--- config.mk ---
export PLATFORM = sky130hd
export DESIGN_NAME = cru_master_flat
export DESIGN_NICKNAME = d
export VERILOG_FILES = /design/src/rtl/cru_pkg.sv /design/src/rtl/cru_master_if.sv /design/src/rtl/cru_master.sv /design/src/flat_wrapper.sv
export SDC_FILE = /design/constraint.sdc
export NUM_CORES = 1
export LEC_CHECK = 0
export ABC_AREA = 1
export CAP_MARGIN = 15
export CORE_MARGIN = 4
export CORE_UTILIZATION = 40
export CTS_CLUSTER_DIAMETER = 40
export DETAILED_ROUTE_END_ITERATION = 7
export GPL_TIMING_DRIVEN = 0
export PLACE_DENSITY = 0.67
export SLEW_MARGIN = 20
export SYNTH_ARGS = -nofsm -noshare
export SYNTH_HDL_FRONTEND = slang
export SYNTH_SLANG_ARGS = --single-unit
--- constraint.sdc ---
create_clock -name clk -period 1.8 [get_ports clk]
set_input_delay 0.36 -clock clk [delete_from_list [all_inputs] [get_ports clk]]
set_output_delay 0.36 -clock clk [all_outputs]
set_load 0.01 [all_outputs]
--- src/rtl/cru_pkg.sv ---
`default_nettype none
// ============================================================================
// Module   : cru_pkg
// Brief    : Shared CRU opcode encodings, sequencer state type and address helpers.
// Revision : 1.0 - initial release
// ============================================================================
package cru_pkg;

  localparam logic [2:0]  OP_LDCR       = 3'd0;
  localparam logic [2:0]  OP_STCR       = 3'd1;
  localparam logic [2:0]  OP_SBO        = 3'd2;
  localparam logic [2:0]  OP_SBZ        = 3'd3;
  localparam logic [2:0]  OP_TB         = 3'd4;
  localparam logic [15:0] CRU_ADDR_STEP = 16'd2;

  typedef enum logic [2:0] {
    ST_IDLE   = 3'd0,
    ST_SETUP  = 3'd1,
    ST_STROBE = 3'd2,
    ST_HOLD   = 3'd3,
    ST_DONE   = 3'd4
  } cru_state_t;

  function automatic logic cru_is_input(input logic [2:0] op);
    return (op == OP_STCR) || (op == OP_TB);
  endfunction

  function automatic logic cru_is_reserved(input logic [2:0] op);
    return op > OP_TB;
  endfunction

  // Single-bit ops address relative to R12 with a signed bit displacement.
  function automatic logic [15:0] cru_start_addr(input logic [2:0]  op,
                                                 input logic [15:0] base,
                                                 input logic [7:0]  disp);
    logic [15:0] w_base;
    w_base = base & 16'hfffe;
    if ((op == OP_LDCR) || (op == OP_STCR))
      return w_base;
    return w_base + {{7{disp[7]}}, disp, 1'b0};
  endfunction

endpackage
`default_nettype wire

--- src/rtl/cru_master_if.sv ---
`default_nettype none
// ============================================================================
// Module   : cru_master_if
// Brief    : Microsequencer command/response handshake plus CRU pin bundle.
// Revision : 1.0 - initial release
// ============================================================================
interface cru_master_if;
  logic        cmd_valid;
  logic        cmd_ready;
  logic [2:0]  cmd_op;
  logic [15:0] cmd_base;
  logic [7:0]  cmd_disp;
  logic [3:0]  cmd_count;
  logic [15:0] cmd_data;
  logic        rsp_valid;
  logic [15:0] rsp_data;
  logic        tb_bit;
  logic [15:0] ab;
  logic        cruout;
  logic        cruclk;
  logic        cruin;
  logic        cru_active;

  modport master (
    input  cmd_valid, cmd_op, cmd_base, cmd_disp, cmd_count, cmd_data, cruin,
    output cmd_ready, rsp_valid, rsp_data, tb_bit, ab, cruout, cruclk, cru_active
  );

  modport slave (
    output cmd_valid, cmd_op, cmd_base, cmd_disp, cmd_count, cmd_data, cruin,
    input  cmd_ready, rsp_valid, rsp_data, tb_bit, ab, cruout, cruclk, cru_active
  );
endinterface
`default_nettype wire

--- src/rtl/cru_master.sv ---
`default_nettype none
// ============================================================================
// Module   : cru_master
// Brief    : TMS9995 CRU bus initiator executing LDCR/STCR/SBO/SBZ/TB bit-serially.
// Revision : 1.0 - initial release
// ============================================================================
module cru_master
  import cru_pkg::*;
#(
  parameter int SETUP_CYCLES  = 1,
  parameter int STROBE_CYCLES = 1
) (
  input  logic          clk,
  input  logic          rst,
  cru_master_if.master  bus
);

  localparam logic [2:0] c_setup_last  = 3'(SETUP_CYCLES - 1);
  localparam logic [2:0] c_strobe_last = 3'(STROBE_CYCLES - 1);

  cru_state_t  r_state, w_state_next;
  logic [2:0]  r_op;
  logic [15:0] r_data;
  logic [15:0] r_addr;
  logic [15:0] r_rsp_data;
  logic [3:0]  r_idx;
  logic [3:0]  r_last;
  logic [2:0]  r_cnt;
  logic        r_cruclk;
  logic        r_active;
  logic        r_rsp_valid;
  logic        r_tb_bit;

  logic w_accept, w_is_input, w_last_bit, w_setup_end, w_strobe_end;
  logic w_capture, w_advance;

  assign w_accept     = bus.cmd_valid && (r_state == ST_IDLE);
  assign w_is_input   = cru_is_input(r_op);
  assign w_last_bit   = (r_idx == r_last);
  assign w_setup_end  = (r_state == ST_SETUP)  && (r_cnt == c_setup_last);
  assign w_strobe_end = (r_state == ST_STROBE) && (r_cnt == c_strobe_last);
  assign w_capture    = w_setup_end && w_is_input;
  assign w_advance    = w_capture || (r_state == ST_HOLD);

  always_ff @(posedge clk) begin
    if (rst) r_state <= ST_IDLE;
    else     r_state <= w_state_next;
  end

  always_comb begin
    w_state_next = r_state;
    unique case (r_state)
      ST_IDLE:   if (bus.cmd_valid)
                   w_state_next = cru_is_reserved(bus.cmd_op) ? ST_DONE : ST_SETUP;
      ST_SETUP:  if (w_setup_end)
                   w_state_next = !w_is_input ? ST_STROBE
                                : (w_last_bit ? ST_DONE : ST_SETUP);
      ST_STROBE: if (w_strobe_end) w_state_next = ST_HOLD;
      ST_HOLD:   w_state_next = w_last_bit ? ST_DONE : ST_SETUP;
      ST_DONE:   w_state_next = ST_IDLE;
      default:   w_state_next = ST_IDLE;
    endcase
  end

  // Pin-level strobes are registered from the next state so cruclk cannot glitch.
  always_ff @(posedge clk) begin
    if (rst) begin
      r_op        <= OP_LDCR;
      r_data      <= 16'h0000;
      r_addr      <= 16'h0000;
      r_rsp_data  <= 16'h0000;
      r_idx       <= 4'd0;
      r_last      <= 4'd0;
      r_cnt       <= 3'd0;
      r_cruclk    <= 1'b1;
      r_active    <= 1'b0;
      r_rsp_valid <= 1'b0;
      r_tb_bit    <= 1'b0;
    end else begin
      r_cruclk    <= (w_state_next != ST_STROBE);
      r_active    <= (w_state_next == ST_SETUP) || (w_state_next == ST_STROBE) ||
                     (w_state_next == ST_HOLD);
      r_rsp_valid <= (w_state_next == ST_DONE);
      r_cnt       <= ((r_state == ST_SETUP || r_state == ST_STROBE) &&
                      !w_setup_end && !w_strobe_end) ? r_cnt + 3'd1 : 3'd0;

      if (w_accept) begin
        r_op       <= bus.cmd_op;
        r_data     <= bus.cmd_data;
        r_idx      <= 4'd0;
        r_rsp_data <= 16'h0000;
        // count==0 wraps to index 15, i.e. a 16-bit transfer
        r_last     <= (bus.cmd_op >= OP_SBO) ? 4'd0 : bus.cmd_count - 4'd1;
        if (!cru_is_reserved(bus.cmd_op))
          r_addr <= cru_start_addr(bus.cmd_op, bus.cmd_base, bus.cmd_disp);
      end else if (w_advance && !w_last_bit) begin
        r_idx  <= r_idx + 4'd1;
        r_addr <= r_addr + CRU_ADDR_STEP;
        r_data <= {1'b0, r_data[15:1]};
      end

      if (w_capture) begin
        r_rsp_data[r_idx] <= bus.cruin;
        if (r_op == OP_TB) r_tb_bit <= bus.cruin;
      end
    end
  end

  assign bus.cmd_ready  = (r_state == ST_IDLE);
  assign bus.rsp_valid  = r_rsp_valid;
  assign bus.rsp_data   = r_rsp_data;
  assign bus.tb_bit     = r_tb_bit;
  assign bus.ab         = r_addr;
  assign bus.cruout     = r_active && ((r_op == OP_LDCR) ? r_data[0] : (r_op == OP_SBO));
  assign bus.cruclk     = r_cruclk;
  assign bus.cru_active = r_active;

endmodule
`default_nettype wire

--- src/flat_wrapper.sv ---
// flat-port wrapper written by rule: the top's interface ports become plain ports
module cru_master_flat import cru_pkg::*;
#(
  parameter int SETUP_CYCLES  = 1,
  parameter int STROBE_CYCLES = 1
)
  (clk, rst, bus_cmd_valid, bus_cmd_op, bus_cmd_base, bus_cmd_disp, bus_cmd_count, bus_cmd_data, bus_cruin, bus_cmd_ready, bus_rsp_valid, bus_rsp_data, bus_tb_bit, bus_ab, bus_cruout, bus_cruclk, bus_cru_active);
  cru_master_if bus_i ();
  input  logic clk;
  input  logic rst;
  input wire logic [$bits(bus_i.cmd_valid)-1:0] bus_cmd_valid;
  input wire logic [$bits(bus_i.cmd_op)-1:0] bus_cmd_op;
  input wire logic [$bits(bus_i.cmd_base)-1:0] bus_cmd_base;
  input wire logic [$bits(bus_i.cmd_disp)-1:0] bus_cmd_disp;
  input wire logic [$bits(bus_i.cmd_count)-1:0] bus_cmd_count;
  input wire logic [$bits(bus_i.cmd_data)-1:0] bus_cmd_data;
  input wire logic [$bits(bus_i.cruin)-1:0] bus_cruin;
  output wire logic [$bits(bus_i.cmd_ready)-1:0] bus_cmd_ready;
  output wire logic [$bits(bus_i.rsp_valid)-1:0] bus_rsp_valid;
  output wire logic [$bits(bus_i.rsp_data)-1:0] bus_rsp_data;
  output wire logic [$bits(bus_i.tb_bit)-1:0] bus_tb_bit;
  output wire logic [$bits(bus_i.ab)-1:0] bus_ab;
  output wire logic [$bits(bus_i.cruout)-1:0] bus_cruout;
  output wire logic [$bits(bus_i.cruclk)-1:0] bus_cruclk;
  output wire logic [$bits(bus_i.cru_active)-1:0] bus_cru_active;
  assign bus_i.cmd_valid = bus_cmd_valid;
  assign bus_i.cmd_op = bus_cmd_op;
  assign bus_i.cmd_base = bus_cmd_base;
  assign bus_i.cmd_disp = bus_cmd_disp;
  assign bus_i.cmd_count = bus_cmd_count;
  assign bus_i.cmd_data = bus_cmd_data;
  assign bus_i.cruin = bus_cruin;
  assign bus_cmd_ready = bus_i.cmd_ready;
  assign bus_rsp_valid = bus_i.rsp_valid;
  assign bus_rsp_data = bus_i.rsp_data;
  assign bus_tb_bit = bus_i.tb_bit;
  assign bus_ab = bus_i.ab;
  assign bus_cruout = bus_i.cruout;
  assign bus_cruclk = bus_i.cruclk;
  assign bus_cru_active = bus_i.cru_active;
  cru_master #(.SETUP_CYCLES(SETUP_CYCLES), .STROBE_CYCLES(STROBE_CYCLES)) u_core (.clk(clk), .rst(rst), .bus(bus_i));
endmodule
==> results.toml, run 1 <==
[outcome]
outcome = "finished, final reports clean"

[routing]
post_drt_wl_per_cell_um = 14.2
drt_first_pass_iters = 5
routed_wl_um = 13400
ant_nets = 0
drc = 0
initialDrtViolationCount = 308
vias_per_cell = 5.11
via_count = 4839

[critical_path]
worst_ep_arrival_time_ns = 1.95
cp.required_ns = 2.01
crit_chain = "inv_1, ha_4, inv_2, nor2_4, inv_2, nor2_4, nand2_4, nand2_4, nand2_8, nand2_8, clkinvlp_4, a21oi_2, a21oi_1"
path_delay_family = "simple AND/OR/NAND/NOR gates"
end_kind = "register"
cp.depth = 13
r2r_cells = 13
cp-start-kind = "register"
cp-startpoint = "u_core.r_cnt[1]"
max_stage_delay_ns = 0.31
crit_slowest_cell = "dfxtp_1"
r2r_start = "u_core.r_cnt[1]"
cp_num_buf_inv = 4
path_class = "register to register"
worst-path-max-fanout = 8

[timing]
fin_tns_setup_ns = 0
max_freq_mhz = 578
drv_slew = 0
setup_viol = 0
fin_ws_ns = 0.0689
holdWs_ns = 0.429
fin_skew_ns = 0.0103
period_share = 0.962
final_hold_viol_count = 0
fin_crit_ns = 1.73

[global_routing]
grt_use_met3 = 0.0557
grt_overflow_total = 0
grtUsageMet2 = 0.315
antenna_found_initial = 0
met1_usage = 0.261
grt_pass1_vias = 4331
grt_max_degree = 14
grtUsageTotal = 0.197
grt_first_pass_wirelength_um = 20800
busiest_layer = "met2"

[logic_synthesis]
ys_async_sr_fraction = 0
yosys-top-cells-count = "179 x nand2_1, 87 x inv_1, 84 x nor2_1"
seq_area_frac_synth = 0.303
netlist_area_um2 = 4500
ys_types = 40
synth.area.top_cells = "dfxtp_1 30%, nand2_1 15%, inv_1 7.3%, nor2_1 7.0%, ha_1 6.1%"
syn-num-nets = 769
yosysMostFrequentCell = "nand2_1"
ys_seq_elements = 68
synthFlopType = "dfxtp_1"
synth_edf_count = 0
avgSynthCellArea_um2 = 6.47
synth_top_area_share = 0.303
synth_warnings = 0
syn-instance-count = 695
synth_area_leader_cell = "dfxtp_1"

[clocking]
cts_tree = "yes"
root_buffer = "clkbuf_16"
path_clk_slew_ns = 0.06
cts_buffers = 9
insertion_delay_ns = 0.34
clockBufferDepth = 2
clock-sinks = 68
cts-htree-levels = 3

[floorplan]
rows = 38
ios = 89
initial_core_util = 0.411
core_area_um2 = 10900
dieWidth_um = 114
dieArea_um2 = 13000
die_height_um = 114

[placement]
dp_cells = 919
port_buffers = 84
dp_worst_setup_slack_ns = -0.665
place_hpwl_um = 9990
place.gp.congestion = 0.892

[power]
irDropWorstVdd_v = 0.000472
power.leakage_nw = 2.77
power.density_nw_per_um2 = 782

[final_layout]
final_layout_size_suffix_gt1_frac = 0.151
n_antenna_cell = 0
fill_cells = 1070
areaGrowthSynthToFinish_pct = 38.6
stdcell_count = 947
final_core_util = 0.570
nets = 876

[min_path]
hp-class = "register to register"
whs_path_depth = 1
min_from = "u_core.r_cnt[0]"

[job]
max_cap_violations = 0
-- kinds of logic after synthesis --
| kind of cell | Yosys count | synth area share |
|---|---|---|
| fa+ha+maj | 23 | 0.0657 |
| compound gates | 140 | 0.177 |
| xor+xnor | 14 | 0.0273 |
| buf+inv | 115 | 0.108 |
| other cells | 1 | 0.000834 |
| simple gates | 334 | 0.318 |
| flops | 68 | 0.303 |
-- layout by cell type (no fill, tap or decap), types with 16 or more instances in the layout --
cell,n
inv_1,78
nor2_1,75
nand3_1,31
o31ai_1,16
o21ai_0,46
dfxtp_1,66
a21oi_1,48
nand2_1,171
clkdlybuf4s50_1,62
-- flip-flops by register name, indices dropped and copies added, names as in the netlist --
| register | count |
|---|---|
| u_core.bus.cruclk | 1 |
| u_core.bus.rsp_valid | 1 |
| u_core.r_data | 16 |
| u_core.bus.ab | 15 |
| u_core.r_cnt | 3 |
| u_core.bus.cru_active | 1 |
| u_core.r_op | 3 |
| u_core.r_idx | 4 |
| u_core.r_last | 4 |
| u_core.bus.tb_bit | 1 |
| u_core.bus.rsp_data | 16 |
| u_core.r_state | 3 |
-- final timing paths --
path	end	slack (ns)
worst max-delay path	u_core.bus.ab[7]	0.07
worst min-delay path	u_core.r_cnt[0]	0.43
worst max register to register	u_core.bus.ab[7]	0.07
worst min register to register	u_core.r_cnt[0]	0.43
-- final cells by class --
cell class / count / area, um2 / area share
buffer: 24 / 140 / 0.0225
clock buffer: 9 / 225 / 0.0361
clock inverter: 7 / 76.3 / 0.0122
inverter: 91 / 354 / 0.0568
multi-input combinational: 512 / 2950 / 0.473
sequential: 68 / 1360 / 0.219
tap: 140 / 175 / 0.0281
timing repair buffer: 96 / 950 / 0.152
-- power by group --
part | switching [W] | internal, W | leakage [nW] | total, W
combinational | 0.000777 | 0.000603 | 2.07 | 0.00138
clock | 0.000693 | 0.00108 | 0.142 | 0.00177
sequential | 0.000109 | 0.00162 | 0.555 | 0.00173
total | 0.00158 | 0.00330 | 2.77 | 0.00488
-- per-layer routing --
metal | vias up | wire length (um)
li1 | 2467 | -
met1 | 2225 | 6380
met2 | 130 | 6090
met3 | 17 | 761
met4 | 0 | 183
met5 | - | 0
-- what timing repair did --
| item | in CTS | in global routing |
|---|---|---|
| gates resized for setup | 33 | 66 |
| pin swaps | 11 | 24 |
| hold buffers | 0 | 0 |
| setup endpoints to repair | 19 | 47 |
| buffers inserted | 4 | 8 |
-- through the flow --
step           power [W]  cell area [um2]
2_1_floorplan    0.00251             4500
3_3_place_gp     0.00296             5510
6_report         0.00488             6230
3_5_place_dp     0.00298             5510
5_1_grt          0.00512             6230
4_1_cts          0.00480             5950
Power figures use the tool's default switching activity.
==> inputs of run 2 (changes only) <==
--- a/config.mk
+++ b/config.mk
@@ -5,14 +5,13 @@
 export SDC_FILE = /design/constraint.sdc
 export NUM_CORES = 1
 export LEC_CHECK = 0
-export ABC_AREA = 1
+export ABC_AREA = 0
 export CAP_MARGIN = 15
-export CORE_MARGIN = 4
 export CORE_UTILIZATION = 40
 export CTS_CLUSTER_DIAMETER = 40
 export DETAILED_ROUTE_END_ITERATION = 7
 export GPL_TIMING_DRIVEN = 0
-export PLACE_DENSITY = 0.67
+export PLACE_DENSITY = 0.79
 export SLEW_MARGIN = 20
 export SYNTH_ARGS = -nofsm -noshare
 export SYNTH_HDL_FRONTEND = slang
==> results.toml, run 2 <==
[power]
power_frac_clock = 0.261
p_total_w = 0.00487
power.leakage_nw = 2.39
irDropWorstVdd_v = 0.000336
seqPwrFrac = 0.366
switching_share = 0.346
p_int_w = 0.00319
switching_power_w = 0.00168
power.density_nw_per_um2 = 759
p_comb_frac = 0.373

[floorplan]
dieWidth_um = 104
die_height_um = 104
core_area_um2 = 9950
initial_core_util = 0.420
dieArea_um2 = 10900
ios = 89
rows = 36

[clocking]
clock-sinks = 68
cts_tree = "yes"
insertion_delay_ns = 0.36
cts-htree-levels = 3
root_buffer = "clkbuf_8"
ctsHoldBuffers = 0
cts_buffers = 9
path_clk_slew_ns = 0.08
clockBufferDepth = 2

[routing]
drt_first_pass_iters = 5
post_drt_wl_per_cell_um = 17.0
initialDrtViolationCount = 565
vias_per_cell = 5.77
routed_wl_um = 13800
drc = 0
via_count = 4685
ant_nets = 0

[timing]
tightestPinTransition_ns = 0.614
fin_skew_ns = 0.0125
final_hold_viol_count = 0
rsz0062_at_grt = "true"
setup_viol = 33
max_freq_mhz = 500
fin_crit_ns = 2.00
relSlewSlack = 0.590
drv_slew = 0
holdWs_ns = 0.394
period_share = 1.11
fin_ws_ns = -0.200

[placement]
port_buffers = 85
place_hpwl_um = 8980
place.gp.congestion = 0.881

[logic_synthesis]
syn-instance-count = 543
yosys-top-cells-count = "68 x a21oi_1, 68 x dfxtp_1, 66 x nand2_1"
ys_seq_elements = 68
synth_top_area_share = 0.325
netlist_area_um2 = 4190
syn-num-nets = 617
synth_edf_count = 0
ys_types = 65
seq_area_frac_synth = 0.325
synth_warnings = 0
ys_async_sr_fraction = 0
synthFlopType = "dfxtp_1"
synth_area_leader_cell = "dfxtp_1"
synth.area.top_cells = "dfxtp_1 33%, a21oi_1 8.1%, ha_1 6.6%, nand3_1 6.5%, nand2_1 5.9%"
avgSynthCellArea_um2 = 7.71

[final_layout]
fill_cells = 799
final_cell_mix = "63 x clkdlybuf4s50_1, 55 x dfxtp_1, 52 x a21oi_1"
n_antenna_cell = 0
layout_commonest_cell = "clkdlybuf4s50_1"
final_layout_size_suffix_gt1_frac = 0.311
nets = 748
areaGrowthSynthToFinish_pct = 53.3

[outcome]
violations = "setup timing"
outcome = "finished, violations left"

[global_routing]
grt_overflow_total = 0
grt_use_met3 = 0.0558
grt_first_pass_wirelength_um = 20800
grt_max_degree = 13
busiest_layer = "met2"
grtUsageTotal = 0.235
grt_pass1_vias = 4306
grtUsageMet2 = 0.382
met1_usage = 0.303
antenna_found_initial = 0

[critical_path]
worst_ep_arrival_time_ns = 2.28
cp-start-kind = "input pin"
end_kind = "register"
path_class = "input pin to register"
worst-path-max-fanout = 2
cp.required_ns = 2.08

[job]
max_cap_violations = 0

[min_path]
hp-class = "input pin to register"
run 2: changes by cell type in the layout (fill, tap and decap cells not counted), moves of 13 or more:
cell | previous run | this run
nand2_1 | 171 | 50
buf_6 | 3 | 18
nor2_1 | 75 | 28
inv_1 | 78 | 9
nand3_1 | 31 | 51
o31ai_1 | 16 | 1
dlymetal6s2s_1 | 14 | 1
o21ai_0 | 46 | 9
buf_4 | 13 | 36
run 2: final timing paths:
check	start	end	slack (ns)	depth (start not counted)
max	bus_cmd_disp[0]	u_core.bus.ab[11]	-0.20	11
min	bus_cmd_base[1]	u_core.bus.ab[1]	0.39	5
max reg2reg	u_core.r_cnt[0]	u_core.bus.ab[11]	-0.18	11
min reg2reg	u_core.r_cnt[0]	u_core.r_cnt[0]	0.43	1
run 2: through the flow:
stage | area [um2] | instances | utilization | setup slack (ns) | TNS, ns
floorplan | 4290 | 543 | - | -0.287 | -0.988
global placement | 5300 | 761 | 0.533 | -1.21 | -30.41
detailed placement | 5300 | 761 | 0.533 | -1.23 | -30.31
CTS | 5940 | 795 | 0.597 | -0.225 | -3.83
global route | 6420 | 812 | 0.645 | -0.293 | -6.47
finish | 6420 | 812 | 0.645 | -0.200 | -3.02
run 2: layout make-up:
cell class | instances | area [um2] | area share
plain buffers | 32 | 230 | 0.0359
clock buffers | 10 | 128 | 0.0199
clock inverters | 6 | 65.1 | 0.0101
inverters | 13 | 48.8 | 0.00760
multi-input cells | 421 | 3200 | 0.498
flip-flops and latches | 68 | 1380 | 0.215
well taps | 133 | 166 | 0.0259
repair buffers | 129 | 1200 | 0.188
run 2: routing by layer:
metal	vias up	part of all wire
met5	-	0
met4	0	0.028
met3	41	0.065
met2	214	0.48
met1	2210	0.43
li1	2220	-
run 2: cells by family after synthesis:
| group | synth area share |
|---|---|
| AOI/OAI and AO/OA | 0.220 |
| xor gates and xnor gates | 0.0481 |
| adders and majority gates | 0.0706 |
| buffers and inverters | 0.0559 |
| DFF | 0.325 |
| muxes | 0.0149 |
| other | 0.000896 |
| and+or+nand+nor | 0.264 |
run 2: worst max-delay path, cell delays in order:
cell	delay (ns)
buf_6	0.07
ha_4	0.12
inv_2	0.04
fa_2	0.38
nor2b_4	0.16
o2111ai_4	0.17
nand3_2	0.13
nand4_1	0.11
mux2_4	0.31
a211o_1	0.28
a21oi_1	0.14
run 2: what timing repair did:
action	4_1_cts	5_1_grt
pin swaps	47	59
endpoints found under the setup margin	60	66
gates cloned	1	1
buffers inserted	25	18
gates resized for setup	108	120
endpoints found under the hold margin	0	0
run 2: power by group through the flow:
stage	logic, W	clock network (W)	registers [W]
global placement	0.00128	0	0.00178
global route	0.00195	0.00133	0.00179
CTS	0.00148	0.00126	0.00175
detailed placement	0.00131	0	0.00178
finish	0.00181	0.00127	0.00178
floorplan	0.000810	0	0.00178
